**src/rtl/alisim_pkg.sv**
```systemverilog
// alisim_pkg: shared nucleotide definitions for the PE-array I/O path.
// Holds the 2-bit code type, ASCII constants, word geometry, the unpacker
// state encoding and the code-to-ASCII mapping. The host-side packer uses
// the same mapping in the reverse direction.
package alisim_pkg;

   localparam int NUCL_PER_WORD = 16;
   localparam int NUCL_WORD_W   = 2 * NUCL_PER_WORD;
   localparam int NUCL_COUNT_W  = 5;

   typedef logic [1:0] nucl_code_t;

   localparam logic [7:0] NUCL_ASCII_A = 8'h41;
   localparam logic [7:0] NUCL_ASCII_C = 8'h43;
   localparam logic [7:0] NUCL_ASCII_G = 8'h47;
   localparam logic [7:0] NUCL_ASCII_T = 8'h54;

   typedef enum logic {
      ST_IDLE = 1'b0,
      ST_EMIT = 1'b1
   } unpack_state_e;

   function automatic logic [7:0] nucl_to_ascii(input nucl_code_t code);
      logic [7:0] ch;
      case (code)
         2'b00:   ch = NUCL_ASCII_A;
         2'b01:   ch = NUCL_ASCII_C;
         2'b10:   ch = NUCL_ASCII_G;
         default: ch = NUCL_ASCII_T;
      endcase
      return ch;
   endfunction

endpackage

```
**src/rtl/nucl_stats.sv**
```systemverilog
// nucl_stats: four saturating counters, one per base, bumped on each
// emitted character. Clear wins over a same-cycle increment.
// Ports:
//   clk, reset       clock and synchronous active-high reset
//   clr_i            synchronous clear of all counters
//   inc_i            a character was handshaken this cycle
//   code_i           2-bit code of that character
//   cnt_a_o..cnt_t_o current counts, saturating at all-ones
module nucl_stats
   import alisim_pkg::*;
#(
   parameter int CNT_W = 16
) (
   input  logic             clk,
   input  logic             reset,
   input  logic             clr_i,
   input  logic             inc_i,
   input  nucl_code_t       code_i,
   output logic [CNT_W-1:0] cnt_a_o,
   output logic [CNT_W-1:0] cnt_c_o,
   output logic [CNT_W-1:0] cnt_g_o,
   output logic [CNT_W-1:0] cnt_t_o
);

   logic [CNT_W-1:0] cnt_q [4];

   always_ff @(posedge clk) begin
      if (reset || clr_i) begin
         for (int i = 0; i < 4; i++) cnt_q[i] <= '0;
      end else if (inc_i && (cnt_q[code_i] != '1)) begin
         cnt_q[code_i] <= cnt_q[code_i] + 1'b1;
      end
   end

   assign cnt_a_o = cnt_q[0];
   assign cnt_c_o = cnt_q[1];
   assign cnt_g_o = cnt_q[2];
   assign cnt_t_o = cnt_q[3];

endmodule

```
**config.mk**
```make
export PLATFORM = sky130hd
export DESIGN_NAME = nucl_stats
export DESIGN_NICKNAME = d
export VERILOG_FILES = /design/src/rtl/alisim_pkg.sv /design/src/rtl/nucl_stats.sv
export SDC_FILE = /design/constraint.sdc
export NUM_CORES = 1
export LEC_CHECK = 0
export BUFFER_PORTS_ARGS = -buffer_cell sky130_fd_sc_hd__buf_2
export CORE_MARGIN = 1.5
export CORE_UTILIZATION = 54
export DETAILED_ROUTE_END_ITERATION = 8
export GPL_ROUTABILITY_DRIVEN = 0
export GPL_TIMING_DRIVEN = 0
export PLACE_DENSITY = 0.8
export SYNTH_ARGS = -nofsm -noshare
export SYNTH_HDL_FRONTEND = slang
export SYNTH_SLANG_ARGS = --single-unit
```
**constraint.sdc**
```tcl
create_clock -name clk -period 3.33 [get_ports clk]
set_clock_uncertainty 0.2 [all_clocks]
set_input_delay 0.333 -clock clk [delete_from_list [all_inputs] [get_ports clk]]
set_output_delay 0.333 -clock clk [all_outputs]
set_load 0.02 [all_outputs]
```
==> qor.csv <==
metric;value;unit
vias;2050;
slowest_delay;0.63;ns
grt_pass1_wl;10.4;mm
yosys-top-cells-area;edfxtp_1 62%, mux4_1 8.5%, nor2_1 7.2%;
drt_iter0_markers;162;
criticalPathCategory;primary input to register;
register_area;1920;um2
syn_area;3110;um2
cts_root_buffer;clkbuf_8;
setup_viol;0;
htree_levels;3;
num-fill-cells;436;
io_buffers;69;
yosys_warnings;0;
clkTransAtPathRegs;0.06;ns
maxCapViolations;0;
final_max_slew_viol_count;0;
tightest_slew;1.08;ns
start_kind;primary input;
cp_cell_sequence;buf_2, buf_2, buf_2, mux4_2, ha_1, nand3_2, o41a_4, nand3_1, nand2_2;
leakage;1.53;nW
rows;27;
yosysMostFrequentCell;edfxtp_1;
postRouteAntennaNets;0;
layout_min_cycle_time;3.07;ns
fmax;325;MHz
endpoint_kind;register;
cp_common_cell;buf_2;
cts_tree;yes;
start_util;56.1;%
wl;6.80;mm
ys_seq_area_share;61.8;%
synth-edff-count;64;
worst-path-max-fanout;16;
dieArea;6220;um2
preCtsSetupSlack;-0.346;ns
numCtsBuffers;9;
dpl.hpwl;4.47;mm
synth_ff_type;edfxtp_1;
syn_nets;218;
grt_util_all_layers;23.7;%
crit_required;3.05;ns
io_pins;70;
syn_avg_cell_area;14.7;um2
syn_inst;211;
final.setup.worst_slack;0.257;ns
nets;298;
cts_max_path_buffers;2;
die_h;78.9;um
hold_buffers;0;
cp_slowest_cell;o41a_4;
synth-seq-cells;64;
grt_max_degree;17;
drive_above_1_share;39.6;%
synth_cell_types;27;
first_pass_iters;4;
vdd_drop_max;0.308;mV
hp-class;register to register;
drc;0;
via_per_inst;5.62;
worstSkewPairLatency;0.34;ns
rsz0062_at_grt;false;
cts_setup_buffers;0;
post_drt_wl_per_cell;18.6;um
async_flop_share;0;%
yosys-top-cells-count;64 x edfxtp_1, 60 x nor2_1, 13 x xnor2_1;
max_flop_register;cnt_q;
diodes;0;
largest_register_ffs;64;
core;5540;um2
finalPower;1.71;mW
syn2layout_area_growth;18.8;%
antenna_found_initial;0;
grt_remaining_overflow;0;
multiInputGateArea;1090;um2
reg_top3;cnt_q (64);
yosysTopAreaCell;edfxtp_1;
clock_sinks;64;
period_share;92.3;%
r2r_slack;0.53;ns
status;finished, final reports clean;
max_slew_margin;27.9;%
worstPathArrival;2.79;ns
powerDensity;463;nW/um2
fin_util;66.7;%
grt_pass1_vias;1943;
yosys.area.top_type_share;61.8;%
dieWidth;78.9;um
hold_violations;0;
[area by class of cell]
cell class / count / share of cell area, %
sequential: 64 / 52.0
multi-input combinational: 135 / 29.6
timing repair buffer: 69 / 9.35
clock inverter: 3 / 0.339
inverter: 4 / 0.406
clock buffer: 10 / 3.45
buffer: 8 / 2.40
tap: 72 / 2.44
[report_power, final]
part	leakage [nW]	total, mW	switching, mW	internal (mW)
clock network	0.0729	0.519	0.268	0.251
logic	0.735	0.241	0.161	0.0795
registers	0.720	0.950	0.0209	0.930
[logic make-up after synthesis]
| kind of cell | after synthesis | share of synthesized area (%) |
|---|---|---|
| flops | 64 | 61.8 |
| xor+xnor | 14 | 3.94 |
| mux | 16 | 12.8 |
| simple gates | 103 | 17.0 |
| buf+inv | 12 | 3.34 |
| fa+ha+maj | 1 | 0.402 |
| compound gates | 1 | 0.684 |
[repair_timing]
| action | in CTS | in global routing |
|---|---|---|
| hold endpoints to repair | 0 | 0 |
| gates resized for setup | 1 | 3 |
| endpoints found under the setup margin | 5 | 48 |
[final timing paths]
path	depth (start not counted)	startpoint	end
worst max register to register	6	cnt_q[2][0]	cnt_q[3][9]
worst max-delay path	9	code_i[1]	cnt_q[3][9]
worst min register to register	1	cnt_q[2][0]	cnt_q[2][0]
worst min-delay path	1	cnt_q[2][0]	cnt_q[2][0]
[through the flow]
stage,area [um2],hold slack (ns),std cells,setup TNS [ns]
floorplan,3110,0.488,211,0
global placement,3540,0.368,352,-18.05
detailed placement,3540,0.389,352,-18.86
CTS,3690,0.391,365,0
global route,3690,0.410,365,0
finish,3690,0.387,365,0
[worst max-delay path, delay by kind of cell]
family	cells	cell delay, ns
AO/OA/AOI/OAI	1	0.63
adder cells (fa/ha/maj)	1	0.21
buffers and inverters	3	0.65
multiplexers	1	0.32
AND/OR/NAND/NOR	3	0.63
[metal layers]
layer,track usage (%),vias to the layer above,routed length [um]
met4,10.9,0,102
met3,5.63,10,517
met5,0,-,0
li1,-,942,-
met1,32.3,1006,2790
met2,36.3,92,3390
[cell usage in the layout, fill, tap and decap left out, types with 2 or more instances in the layout]
master    count
clkinv_1      2
nand4_1       2
xnor2_1      13
buf_2        71
inv_1         4
buf_6         4
nor2_1       60
nand3_4       3
mux4_2        6
clkbuf_8     10
nand2_2       4
edfxtp_1     64
mux4_1       10
nor2_2       10
nand3_1       5
nand2_1       6
nor4_1        2
nor3_1        4
No activity file was read; power rests on OpenSTA's default activity.
